<file path="config.mk">
export PLATFORM = sky130hd
export DESIGN_NAME = pc_sequencer
export DESIGN_NICKNAME = d
export VERILOG_FILES = /design/src/rtl/cpu_pkg.sv /design/src/rtl/pc_incr.sv /design/src/rtl/pc_sequencer.sv
export SDC_FILE = /design/constraint.sdc
export NUM_CORES = 1
export LEC_CHECK = 0
export CAP_MARGIN = 20
export CORE_MARGIN = 2
export CORE_UTILIZATION = 30
export CTS_CLUSTER_DIAMETER = 150
export DETAILED_ROUTE_END_ITERATION = 6
export PLACE_DENSITY = 0.7
export RECOVER_POWER = 50
export SLEW_MARGIN = 20
export SYNTH_ARGS = -nofsm -noshare
export SYNTH_HDL_FRONTEND = slang
export SYNTH_SLANG_ARGS = --single-unit
</file>
<file path="constraint.sdc">
create_clock -name clk -period 3.1 [get_ports clk]
set_clock_uncertainty 0.1 [all_clocks]
set_input_delay 0.62 -clock clk [delete_from_list [all_inputs] [get_ports clk]]
set_output_delay 0.62 -clock clk [all_outputs]
set_load 0.005 [all_outputs]
</file>
<file path="src/rtl/cpu_pkg.sv">
// Shared definitions for the fetch-stage PC controller: state encoding,
// default PC width and the default reset vector.
// Pure declarations, no logic, no flow control.
package cpu_pkg;

  // Encoding 3 is unused and recovers to ST_BOOT in the sequencer.
  typedef enum logic [1:0] {
    ST_BOOT = 2'd0,
    ST_RUN  = 2'd1,
    ST_HALT = 2'd2
  } state_e;

  localparam int          PC_WIDTH     = 32;
  localparam logic [31:0] PC_RESET_VEC = 32'h0000_0000;

endpackage

</file>
<file path="src/rtl/pc_incr.sv">
// Sequential next-address adder: y = a + 1 modulo 2^WIDTH (wraps silently).
// Latency: combinational. No flow control.
// Ports: a = current word address, y = incremented word address.
module pc_incr #(
  parameter int WIDTH = 32
) (
  input  logic [WIDTH-1:0] a,
  output logic [WIDTH-1:0] y
);

  localparam logic [WIDTH-1:0] ONE = {{(WIDTH-1){1'b0}}, 1'b1};

  assign y = a + ONE;

endmodule

</file>
<file path="src/rtl/pc_sequencer.sv">
// Fetch-stage PC controller: owns the PC and picks increment, branch/jump
// redirect, stall hold or halt each cycle; drives flush and fetch_valid.
// Latency: redirect target on pc one cycle after sampling; flush is same-cycle.
// Backpressure: stall holds the PC (unless a redirect is present); no handshake.
// Ports: clk/rst (async high), stall, br_taken/br_target, jmp/jmp_target,
//        halt, resume in; pc, pc_seq, fetch_valid, flush, state out.
module pc_sequencer
  import cpu_pkg::*;
#(
  parameter int               WIDTH     = PC_WIDTH,
  parameter logic [WIDTH-1:0] RESET_VEC = WIDTH'(PC_RESET_VEC)
) (
  input  logic             clk,
  input  logic             rst,
  input  logic             stall,
  input  logic             br_taken,
  input  logic [WIDTH-1:0] br_target,
  input  logic             jmp,
  input  logic [WIDTH-1:0] jmp_target,
  input  logic             halt,
  input  logic             resume,
  output logic [WIDTH-1:0] pc,
  output logic [WIDTH-1:0] pc_seq,
  output logic             fetch_valid,
  output logic             flush,
  output logic [1:0]       state
);

  logic [WIDTH-1:0] pc_q, pc_d;
  state_e           state_q, state_d;
  logic             fetch_valid_q, fetch_valid_d;

  pc_incr #(.WIDTH(WIDTH)) u_pc_incr (
    .a (pc_q),
    .y (pc_seq)
  );

  always_comb begin
    pc_d          = pc_q;
    state_d       = state_q;
    fetch_valid_d = fetch_valid_q;
    case (state_q)
      // One dead cycle after reset: inputs ignored, fetching starts at RESET_VEC.
      ST_BOOT: begin
        state_d       = ST_RUN;
        fetch_valid_d = 1'b1;
      end
      // Branch is the oldest instruction, so it beats jump; any redirect
      // squashes a younger halt and overrides stall.
      ST_RUN: begin
        if (br_taken) begin
          pc_d = br_target;
        end else if (jmp) begin
          pc_d = jmp_target;
        end else if (halt) begin
          state_d       = ST_HALT;
          fetch_valid_d = 1'b0;
        end else if (!stall) begin
          pc_d = pc_seq;
        end
      end
      // An in-flight branch still resolves while halted; resume restarts
      // fetching at the held pc.
      ST_HALT: begin
        fetch_valid_d = 1'b0;
        if (br_taken) begin
          pc_d = br_target;
        end
        if (resume) begin
          state_d       = ST_RUN;
          fetch_valid_d = 1'b1;
        end
      end
      default: begin
        state_d       = ST_BOOT;
        pc_d          = RESET_VEC;
        fetch_valid_d = 1'b0;
      end
    endcase
  end

  always_ff @(posedge clk or posedge rst) begin
    if (rst) begin
      pc_q          <= RESET_VEC;
      state_q       <= ST_BOOT;
      fetch_valid_q <= 1'b0;
    end else begin
      pc_q          <= pc_d;
      state_q       <= state_d;
      fetch_valid_q <= fetch_valid_d;
    end
  end

  // Same-cycle kill so IF/ID clears on the edge that redirects the PC.
  assign flush = !rst && (((state_q == ST_RUN) && (br_taken || jmp)) ||
                          ((state_q == ST_HALT) && br_taken));

  assign pc          = pc_q;
  assign fetch_valid = fetch_valid_q;
  assign state       = state_q;

endmodule

</file>
Word level (Yosys, flattened, before mapping)

Cells that the tools add are included.

Bits in registers: 35
Output and inout port bits: 68

$add $sub $neg: 1
Eq/ne operators: 9
Muxes and demuxes: 16
Bitwise gates (word level): 1
Reduce and logical (&&, ||, !) cells: 10

Operators with widths:

| operator                                      | count |
|---|---|
| two-way mux 32 bit                            | 5 |
| case mux 32 bit (3 select lines)              | 1 |
| adder 32 x 1 -> 32 bit, second input constant | 1 |
| inequality test 2 bit, second input constant  | 5 |
| two-way mux 2 bit                             | 4 |
| inequality test 4 bit, second input constant  | 2 |
| AND reduction 4 bit                           | 2 |
| case mux 2 bit (3 select lines)               | 1 |
| two-way mux 1 bit                             | 4 |
| logical AND 1 bit                             | 3 |
| case mux 1 bit (3 select lines)               | 1 |
| AND reduction 3 bit                           | 1 |
| == test 2 x 1 -> 1 bit, second input constant | 1 |
| == test 2 bit, second input constant          | 1 |
| logical NOT 2 bit                             | 1 |
| logical OR 1 bit                              | 2 |
| logical NOT 1 bit                             | 1 |
| inverter 1 bit                                | 1 |

Longest topological paths before layout

Word-level depth: 6
Mapped depth: 9
Depth with buffers taken out: 7

By module

Synthesis repeated with hierarchy kept, for this count alone.

Cells, all modules: 271
Area total of the unflattened synthesis: 2,854.0 um2

Modules (own cells, without submodules):

| module       | instances | cells each | area an instance (um2) |
|---|---|---|---|
| pc_sequencer | 1         | 175        | 2,169.6 |
| pc_incr      | 1         | 96         | 684.4 |

Least setup slack after synthesis

No wires, ideal clock.

Path kind: flip-flop to output port
Start: register pc_q[0], in the netlist pc[0]
End: output port pc_seq[28]
Data arrival time: 1.878 ns
Required time: 2.380 ns
Slack: 0.502 ns
Stages on the path, launching flop included: 6
Cells stage by stage: dfrtp_1 -> ha_1 -> nand3_1 -> or4_4 -> nor3_2 -> xor2_1

Word-level cells in the longest chain between the ends: 1

RTL lines:

| what                   | line               | source |
|---|---|---|
| from (decl)            | pc_sequencer.sv:29 | `logic [WIDTH-1:0] pc_q, pc_d;` |
| from (signal assigned) | pc_sequencer.sv:88 | `pc_q <= pc_d;` |
| adder 32 x 1 -> 32 bit | pc_incr.sv:13      | `assign y = a + ONE;` |
| to (decl)              | pc_sequencer.sv:23 | `output logic [WIDTH-1:0] pc_seq,` |

No other way between the ends.

Final worst setup path

Start: register pc_q[2], in the netlist pc[2]
End: output port pc_seq[9]

Same word-level chain as after synthesis.

==> results.json <==
{
  "grt_usage": 0.222,
  "power.density_nw_per_um2": 747,
  "rr_worst_depth": 7,
  "crit_buf_inv": 3,
  "final.setup.tns_ns": 0,
  "vdd_drop_max_v": 0.000340,
  "synth-main-ff-cell": "dfrtp_1",
  "first_global_vias": 3810,
  "synth_top_area_cell": "dfrtp_1",
  "max_freq_mhz": 331,
  "hold_violations": 0,
  "path_max_fanout": 9,
  "grt_setup_unrepaired": "true",
  "period_needed_ns": 3.02,
  "die_x_um": 107,
  "diodes": 0,
  "dieArea_um2": 11500,
  "worstPathRequired_ns": 2.38,
  "fillCellCount": 980,
  "crit_top_cell": "buf_4",
  "grt.overflow.total": 0,
  "min_from": "fetch_valid$_DFFE_PP0P_",
  "synth_cell_types": 69,
  "r2r_start": "state[1]$_DFFE_PP0P_",
  "start_util": 0.310,
  "seq_area_frac_synth": 0.274,
  "total_power_mw": 3.85,
  "antenna_left": 0,
  "whs_endpoint": "fetch_valid$_DFFE_PP0P_",
  "synth_cells": 385,
  "avgSynthCellArea_um2": 8.32,
  "ios": 139,
  "ys_warn_count": 0,
  "min_period_over_period": 0.974,
  "clk_latency_ns": 0.29,
  "multi_input_area_um2": 2220,
  "wl_per_cell_um": 18.6,
  "max_stage_delay_ns": 0.53,
  "slew_violations": 0,
  "area_delta_synth_final_pct": 61.2,
  "gp_congestion": 0.914,
  "worst_slew_pin_slew_ns": 0.903,
  "p_leak_nw": 2.13,
  "cp_slowest_cell": "clkdlybuf4s50_1",
  "synth_nets": 461,
  "vias": 3869,
  "worstSetupStartpointType": "flip-flop",
  "r2r_end": "pc[5]$_DFFE_PP0P_",
  "async_flop_share": 1.00,
  "drc_errors": 0,
  "die_h_um": 107,
  "clk_pin_slew_ns": 0.08,
  "min_path_type": "reg -> reg",
  "hold_path_depth": 2,
  "finalSetupViolations": 0,
  "final_layout_size_suffix_gt1_frac": 0.151,
  "rrSetupSlack_ns": 0.52,
  "worstPathCellList": "nand4_4, buf_4, nor2_4, buf_4, nand4_1, xnor2_2, clkdlybuf4s50_1",
  "seq_area_um2": 877,
  "grt_max_degree": 21,
  "ys_seq_elements": 35,
  "via_per_inst": 5.58,
  "portBuffers": 138,
  "clockBufferDepth": 2,
  "grt_pass1_wl_um": 20100,
  "synth-edff-count": 0,
  "cts.sinks": 35,
  "maxCapViolCount": 0,
  "relSlewSlack": 0.397,
  "synth_area_leaders": "dfrtp_1, xnor2_1, nand2_1, mux2i_1, xor2_1",
  "status": "completed",
  "wirelength_um": 12900,
  "drt_iter0_markers": 221,
  "worst-setup-path-type": "reg -> out",
  "end_kind": "primary output",
  "cts_root_buf": "clkbuf_8",
  "nets": 634,
  "htree_levels": 2,
  "dp_hpwl_um": 9890,
  "yosysTopAreaCellShare": 0.274,
  "drt-pass1-iter-count": 5,
  "cts_tree": "built",
  "arrival_ns": 2.30,
  "num_rows": 37,
  "syn_area_um2": 3200,
  "crit_family": "buffers and inverters",
  "cts_made_buffers": 5,
  "grt_antenna_before_repair": 0,
  "coreArea_um2": 10300
}
## repair_timing
action                     in CTS  in global routing
resized for setup              18                  6
setup endpoints to repair      12                  9
pin swaps                       6                  4
buffers inserted                9                  2
hold buffers                    0                  0
## where the power goes
group	internal (mW)	total, mW	switching, mW	leakage (nW)
Clock	0.150	0.320	0.170	0.0371
Sequential	0.659	0.890	0.231	0.467
Combinational	1.38	2.64	1.26	1.63
Total	2.19	3.85	1.66	2.13
## placed cells by master, fill, tap and decap left out, types with 6 or more instances in the layout
cell type | synthesis | final
dlygate4sd3_1 | 0 | 19
mux2i_1 | 11 | 11
dlygate4sd2_1 | 0 | 6
dfrtp_1 | 35 | 34
nand3_1 | 12 | 12
o21ai_0 | 20 | 20
clkbuf_1 | 19 | 8
a21oi_1 | 14 | 14
nand2b_1 | 11 | 11
o22ai_1 | 8 | 8
nand2_1 | 36 | 35
nor3_1 | 13 | 11
buf_4 | 2 | 48
clkdlybuf4s50_1 | 0 | 112
a22oi_1 | 11 | 11
xor2_1 | 12 | 12
nor2b_1 | 6 | 6
nor2_1 | 20 | 20
xnor2_1 | 17 | 16
nand4_1 | 13 | 13
inv_1 | 12 | 12
a22o_1 | 9 | 9
## cell type report
| cell class | instances | share of cell area |
|---|---|---|
| timing repair buffer | 194 | 0.344 |
| multi-input combinational | 310 | 0.431 |
| clock buffer | 6 | 0.0141 |
| sequential | 35 | 0.170 |
| inverter | 12 | 0.00873 |
| tap | 136 | 0.0330 |
## stage by stage
stage / cell area (um^2) / util / worst slack (ns) / cells / hold WS [ns]
floorplan: 3200 / - / 0.502 / 385 / 0.373
global placement: 4970 / 0.481 / 0.125 / 676 / 0.378
detailed placement: 4970 / 0.481 / 0.0839 / 676 / 0.374
CTS: 5150 / 0.499 / 0.0321 / 691 / 0.391
global route: 5160 / 0.500 / -0.0409 / 693 / 0.412
finish: 5160 / 0.500 / 0.0812 / 693 / 0.386
## worst register-to-register path, delay by kind of cell, from the launching register on
kind / cells / cell delay (ns)
fa+ha+maj: 1 / 0.62
simple gates: 2 / 0.39
buf+inv: 2 / 0.30
flops: 1 / 0.41
compound gates: 2 / 0.67
## cells by family (layout without fill, tap and decap cells)
group | count (synthesis) | count (layout) | share of synthesized area
buffers and inverters | 40 | 212 | 0.0559
xor gates and xnor gates | 29 | 29 | 0.0793
muxes | 12 | 12 | 0.0379
and+or+nand+nor | 150 | 150 | 0.270
DFF | 35 | 35 | 0.274
AOI/OAI and AO/OA | 114 | 114 | 0.264
adders and majority gates | 5 | 5 | 0.0195
## flip-flops by register name (all words and copies together), names as in the netlist
signal	count
pc	32
fetch_valid	1
state	2
## synthesized netlist by cell type (3+ instances only)
| library cell | count |
|---|---|
| o211ai_1 | 5 |
| o22ai_1 | 8 |
| a222oi_1 | 4 |
| nor3_1 | 13 |
| and2_1 | 4 |
| nor2b_1 | 6 |
| nand2_1 | 36 |
| nor2_1 | 20 |
| clkbuf_1 | 19 |
| o21ai_0 | 20 |
| a41oi_1 | 5 |
| a22oi_1 | 11 |
| o22a_1 | 3 |
| a21oi_1 | 14 |
| xnor2_1 | 17 |
| nand3_2 | 3 |
| o221ai_1 | 3 |
| and4_1 | 3 |
| mux2i_1 | 11 |
| a211oi_1 | 4 |
| and3_1 | 5 |
| a221o_1 | 3 |
| nor4_1 | 4 |
| nand3_1 | 12 |
| nand2b_1 | 11 |
| dfrtp_1 | 35 |
| a22o_1 | 9 |
| nand4_1 | 13 |
| buf_2 | 4 |
| ha_1 | 5 |
| inv_1 | 12 |
| xor2_1 | 12 |
## metal layers
| metal | vias up | GRT usage | share of wire |
|---|---|---|---|
| met2 | 194 | 0.376 | 0.48 |
| met3 | 16 | 0.0515 | 0.084 |
| met1 | 1852 | 0.285 | 0.42 |
| met4 | 0 | 0.0566 | 0.014 |
| met5 | - | 0 | 0 |
| li1 | 1807 | - | - |
## worst max-delay path by stage
stage / start / to / slack [ns] / cells past startpoint
after global routing: pc[2]$_DFFE_PP0P_ / pc_seq[9] / -0.04 / 7
after CTS: pc[15]$_DFFE_PP0P_ / pc_seq[18] / 0.03 / 5
final: pc[2]$_DFFE_PP0P_ / pc_seq[9] / 0.08 / 7
after detailed placement: pc[15]$_DFFE_PP0P_ / pc_seq[26] / 0.08 / 6
after global placement: pc[15]$_DFFE_PP0P_ / pc_seq[26] / 0.13 / 6
after floorplan: pc[0]$_DFFE_PP0P_ / pc_seq[28] / 0.50 / 5
(Power assumes the default switching activity.)
